### src/rtl/async_lib_pkg.sv
// rtl/async_lib_pkg.sv - shared types for the async_lib CDC counter links
package async_lib_pkg;

    // Transmit-side flush sequencing
    typedef enum logic [1:0] {
        ST_RUN   = 2'd0,
        ST_DRAIN = 2'd1,
        ST_DONE  = 2'd2
    } async_tx_state_e;

    // Smallest legal synchroniser depth
    localparam int MIN_SYNC_STAGES = 2;

endpackage

### src/rtl/async_sync_chain.sv
// rtl/async_sync_chain.sv - multi-bit flop chain synchroniser with async reset
module async_sync_chain #(
    parameter int WIDTH  = 5,
    parameter int STAGES = 2
) (
    input  logic             clk,
    input  logic             reset_i,
    input  logic [WIDTH-1:0] d_i,
    output logic [WIDTH-1:0] q_o
);

    logic [WIDTH-1:0] stage_q [STAGES];

    // Shift the asynchronous input through STAGES flops; only gray-coded
    // buses are fed in, so a bus-wide sample sees at most one bit in motion
    always_ff @(posedge clk or posedge reset_i) begin
        if (reset_i) begin
            for (int i = 0; i < STAGES; i++) begin
                stage_q[i] <= '0;
            end
        end else begin
            stage_q[0] <= d_i;
            for (int i = 1; i < STAGES; i++) begin
                stage_q[i] <= stage_q[i-1];
            end
        end
    end

    assign q_o = stage_q[STAGES-1];

endmodule

### src/rtl/comb_binary2gray.sv
// rtl/comb_binary2gray.sv - combinational binary to gray converter
module comb_binary2gray #(
    parameter int WIDTH = 5
) (
    input  logic [WIDTH-1:0] bin_i,
    output logic [WIDTH-1:0] gray_o
);

    // Adjacent binary values map to codes differing in a single bit
    always_comb begin
        gray_o = bin_i ^ (bin_i >> 1);
    end

endmodule

### src/rtl/comb_gray2binary.sv
// rtl/comb_gray2binary.sv - combinational gray to binary converter
module comb_gray2binary #(
    parameter int WIDTH = 5
) (
    input  logic [WIDTH-1:0] gray_i,
    output logic [WIDTH-1:0] bin_o
);

    // Each binary bit is the XOR of all gray bits at or above it
    always_comb begin
        bin_o = '0;
        for (int i = 0; i < WIDTH; i++) begin
            bin_o[i] = ^(gray_i >> i);
        end
    end

endmodule

### src/rtl/async_counter_sender.sv
// rtl/async_counter_sender.sv - source end of a gray-coded event-count crossing
module async_counter_sender
    import async_lib_pkg::*;
#(
    parameter int COUNTER_LEN     = 4,
    parameter int MAX_OUTSTANDING = 2**COUNTER_LEN,
    parameter int SYNC_STAGES     = 2
) (
    input  logic                   clk,
    input  logic                   reset_i,
    input  logic                   evt_valid_i,
    output logic                   evt_ready_o,
    input  logic                   flush_i,
    output logic                   flush_done_o,
    output logic [COUNTER_LEN:0]   cnt_gray_o,
    input  logic [COUNTER_LEN:0]   ack_gray_i,
    output logic [COUNTER_LEN:0]   outstanding_o,
    output logic                   err_o
);

    localparam int CW = COUNTER_LEN + 1;
    localparam logic [CW-1:0] MAX_W = CW'(MAX_OUTSTANDING);

    if (MAX_OUTSTANDING < 1 || MAX_OUTSTANDING > 2**COUNTER_LEN) begin : g_bad_max
        $error("async_counter_sender: MAX_OUTSTANDING out of range 1..2**COUNTER_LEN");
    end
    if (SYNC_STAGES < MIN_SYNC_STAGES) begin : g_bad_sync
        $error("async_counter_sender: SYNC_STAGES must be at least 2");
    end

    async_tx_state_e state_q, state_d;
    logic [CW-1:0]   cnt_q, cnt_d;
    logic [CW-1:0]   cnt_gray_q, cnt_gray_d;
    logic [CW-1:0]   ack_sync;
    logic [CW-1:0]   ack_bin_new;
    logic [CW-1:0]   ack_bin_q;
    logic [CW-1:0]   ack_delta;
    logic [CW-1:0]   outstanding;
    logic            err_q, err_d;
    logic            flush_done_q, flush_done_d;
    logic            acc;

    async_sync_chain #(
        .WIDTH  (CW),
        .STAGES (SYNC_STAGES)
    ) u_ack_sync (
        .clk     (clk),
        .reset_i (reset_i),
        .d_i     (ack_gray_i),
        .q_o     (ack_sync)
    );

    comb_gray2binary #(.WIDTH(CW)) u_ack_g2b (
        .gray_i (ack_sync),
        .bin_o  (ack_bin_new)
    );

    comb_binary2gray #(.WIDTH(CW)) u_cnt_b2g (
        .bin_i  (cnt_d),
        .gray_o (cnt_gray_d)
    );

    // Modular difference copes with either counter having wrapped
    assign outstanding = cnt_q - ack_bin_q;

    // Ready looks only at flops; a stale ack can only under-report credit
    assign evt_ready_o = (state_q == ST_RUN) && (outstanding < MAX_W) && !err_q && !reset_i;

    // Count accepted events and flag an ack that claims more than was sent
    always_comb begin
        acc       = evt_valid_i && evt_ready_o;
        cnt_d     = cnt_q + {{(CW-1){1'b0}}, acc};
        ack_delta = ack_bin_new - ack_bin_q;
        err_d     = err_q || (ack_delta > outstanding);
    end

    // Flush sequencing: drain until every sent event is acked, then pulse done once
    always_comb begin
        state_d      = state_q;
        flush_done_d = 1'b0;
        case (state_q)
            ST_RUN: begin
                if (flush_i) begin
                    state_d = ST_DRAIN;
                end
            end
            ST_DRAIN: begin
                if (outstanding == '0 && !err_q) begin
                    state_d      = ST_DONE;
                    flush_done_d = 1'b1;
                end
            end
            ST_DONE: begin
                if (!flush_i) begin
                    state_d = ST_RUN;
                end
            end
            default: begin
                state_d = ST_RUN;
            end
        endcase
    end

    // State, counters and the registered gray pointer all move on the same edge
    always_ff @(posedge clk or posedge reset_i) begin
        if (reset_i) begin
            state_q      <= ST_RUN;
            cnt_q        <= '0;
            cnt_gray_q   <= '0;
            ack_bin_q    <= '0;
            err_q        <= 1'b0;
            flush_done_q <= 1'b0;
        end else begin
            state_q      <= state_d;
            cnt_q        <= cnt_d;
            cnt_gray_q   <= cnt_gray_d;
            ack_bin_q    <= ack_bin_new;
            err_q        <= err_d;
            flush_done_q <= flush_done_d;
        end
    end

    assign cnt_gray_o    = cnt_gray_q;
    assign outstanding_o = outstanding;
    assign err_o         = err_q;
    assign flush_done_o  = flush_done_q;

endmodule

### config.mk
export PLATFORM = sky130hd
export DESIGN_NAME = async_counter_sender
export DESIGN_NICKNAME = d
export VERILOG_FILES = /design/src/rtl/async_lib_pkg.sv /design/src/rtl/async_sync_chain.sv /design/src/rtl/comb_binary2gray.sv /design/src/rtl/comb_gray2binary.sv /design/src/rtl/async_counter_sender.sv
export SDC_FILE = /design/constraint.sdc
export NUM_CORES = 1
export LEC_CHECK = 0
export ABC_AREA = 1
export CORE_AREA = 2 2 61 63
export CTS_BUF_LIST = sky130_fd_sc_hd__clkbuf_4 sky130_fd_sc_hd__clkbuf_8 sky130_fd_sc_hd__clkbuf_16
export DETAILED_ROUTE_END_ITERATION = 16
export DIE_AREA = 0 0 63 65
export GPL_ROUTABILITY_DRIVEN = 0
export PLACE_DENSITY = 0.66
export SLEW_MARGIN = 25
export SYNTH_ARGS = -nofsm -noshare
export SYNTH_HDL_FRONTEND = slang
export SYNTH_SLANG_ARGS = --single-unit
### constraint.sdc
create_clock -name clk -period 3.75 [get_ports clk]
set_input_delay 0.375 -clock clk [delete_from_list [all_inputs] [get_ports clk]]
set_output_delay 0.375 -clock clk [all_outputs]
set_load 0.01 [all_outputs]
==> reports/qor.txt <==
Net Switching -> 0.243 mW
Die Span Y -> 65 um
synthesized area -> 1410 um^2
crit-path leading delay family -> adder cells
core area -> 3500 um^2
Flop pwr share -> 41.8%
total negative slack -> 0 ns
r2r setup slk -> 0.73 ns
Power Density -> 455 nW/um^2
Ports -> 22
Max Fanout on Critical Path -> 4
detailed-route via count -> 999
RSZ-0062 raised after global routing -> no
NumNets Final -> 194
dpl ws -> 0.757 ns
Post CTS Setup Buffer Count -> 0
area share of the largest cell type after synthesis -> 49.6%
clk sinks -> 28
Synth area leader -> dfrtp_1
post-synthesis sequential area ratio -> 49.6%
maximum capacitance violations -> 0
CTS resizes -> 0
CP max stage delay -> 0.44 ns
clock skew -> 0.00314 ns
Final Slew Violations -> 0
Worst path most repeated cell -> nand2_1
dpl hpwl -> 1930 um
crit-path cells -> xnor2_1, or2_1, nand2_2, inv_2, nand2_1, nand2_1, ha_1, fa_1, o21ai_0, xor2_1, ha_1, a21oi_1, o21ai_0, o22ai_1, nand2_1
Netlist cell types -> 19
outcome -> completed
htree depth -> 1
CTS root buffer -> clkbuf_4
Tmin final -> 3.02 ns
# diodes -> 0
CP startpoint kind -> register
Initial Util -> 40.4%
final hold viol count -> 0
Num CTS Buffers -> 3
endpoints failing setup -> 0
Final ANT Viol Nets -> 0
DRC -> 0
P_leak -> 0.919 nW
top cells by area, synth -> dfrtp_1 50%, ha_1 13%, nand2_1 6.6%
CP Class -> register to register
Fin Hold WS -> 0.370 ns
GR Util All Layers -> 14.2%
multi-input logic area -> 618 um^2
Clock Tree Buf Depth -> 2
initial antenna violation count -> 0
first-pass GRT wire length -> 4570 um
#FFs+latches synth -> 28
Critical Path End Type -> register
clock share of power -> 25.0%
vias per cell -> 4.65
Port Buffer Count -> 21
die width -> 63 um
worst skew pair latency -> 0.33 ns
row count -> 22
grt ovf -> 0
max_slew headroom -> 77.2%
Starting DRT DRC Count -> 44
Worst-Margin Slew -> 0.341 ns
clock transition at the registers of the reported paths -> 0.15 ns
final core utilization -> 49.6%
# fillers -> 333
Sw Ratio -> 30.7%
fin worst setup slack -> 0.726 ns
vias in the first global route -> 1087
Final period util -> 80.6%
fmax -> 0.331 GHz
CTS tree -> built
Critical Path RT -> 3.99 ns
Post-Route WL -> 2400 um
Seq. cell area -> 701 um^2
hold buffers post-CTS -> 0
combinational power share -> 33.1%
largest net degree at the start of global routing -> 29
Synth Instances -> 142
Die ar. -> 4100 um^2
layout cells sized above 1 -> 4.79%
first-pass iteration count of the detailed router -> 4
Crit path arrival time -> 3.27 ns
Int Power -> 0.547 mW
routed length per instance -> 11.2 um
Worst IR Drop VDD -> 0.202 mV
Yosys warnings -> 0
Max stage delay cell, worst path -> dfrtp_1
worst hold-check path type -> register to register
critical path buffer and inverter count -> 1
Area growth syn-to-layout -> 22.9%
mean post-synth cell area -> 9.95 um^2
Post-Synthesis Net Count -> 168
sequential cells by signal, summed over array words and instances (netlist names):
signal and count:
ack_bin_q 5, err_o 1, state_q 2, cnt_gray_o 5, cnt_q 4, flush_done_o 1, u_ack_sync.stage_q 5, u_ack_sync.q_o 5
path summary, 6_finish.rpt:
check                                       from                 to  cells past startpoint
setup / recovery               u_ack_sync.q_o[4]              err_o                     15
hold / removal             u_ack_sync.stage_q[9]  u_ack_sync.q_o[4]                      0
setup reg to reg               u_ack_sync.q_o[4]              err_o                     15
hold reg to reg            u_ack_sync.stage_q[9]  u_ack_sync.q_o[4]                      0
max in group asynchronous                reset_i           cnt_q[3]                      3
min in group asynchronous                reset_i       ack_bin_q[2]                      3
synth_stat cells, drive strengths merged:
cell,count
nor3,2
fa,2
nand3,12
nor2,5
or2,2
nand4,1
buf,1
o21ai,3
ha,15
a21oi,6
inv,23
xor2,9
nand2,26
xnor2,6
o22ai,1
dfrtp,28
cell type report:
| type | instances | area share (%) |
|---|---|---|
| sequential | 28 | 40.4 |
| multi-input combinational | 90 | 35.6 |
| timing repair buffer | 22 | 12.5 |
| inverter | 23 | 4.97 |
| tap | 48 | 3.46 |
| clock inverter | 1 | 1.73 |
| clock buffer | 3 | 1.30 |
power by group through the flow:
stage	logic [mW]	clock network [mW]	registers (mW)
6_report	0.262	0.198	0.330
5_1_grt	0.306	0.220	0.333
4_1_cts	0.264	0.204	0.331
3_5_place_dp	0.262	0	0.337
3_3_place_gp	0.251	0	0.335
2_1_floorplan	0.178	0	0.335
cells in the final DEF, fill, tap and decap left out, types with 5 or more instances in the layout:
cell and n:
inv_1 22, nand3_1 12, nor2_1 5, a21oi_1 6, nand2_1 25, xnor2_1 6
dfrtp_1 28, xor2_1 9, ha_1 15, clkdlybuf4s50_1 21
cells by family after synthesis:
group           after synthesis  share of synthesized area, %
simple gates                 48                          14.7
flops                        28                          49.6
buf+inv                      24                          6.64
fa+ha+maj                    17                          16.1
xor+xnor                     15                          9.30
compound gates               10                          3.63
layer usage:
metal | share of wire, % | global-route usage [%]
met5 | 0 | 0
met4 | 4.6 | 9.17
met3 | 5.4 | 2.60
met2 | 47 | 24.1
met1 | 43 | 16.6
stage by stage:
step,instance area (um^2),total power [mW],instances
after global placement,1680,0.586,211
after CTS,1740,0.799,215
after detailed placement,1680,0.599,211
after floorplan,1410,0.513,142
final,1740,0.790,215
after global routing,1740,0.858,215
No activity file was read; power rests on OpenSTA's default activity.
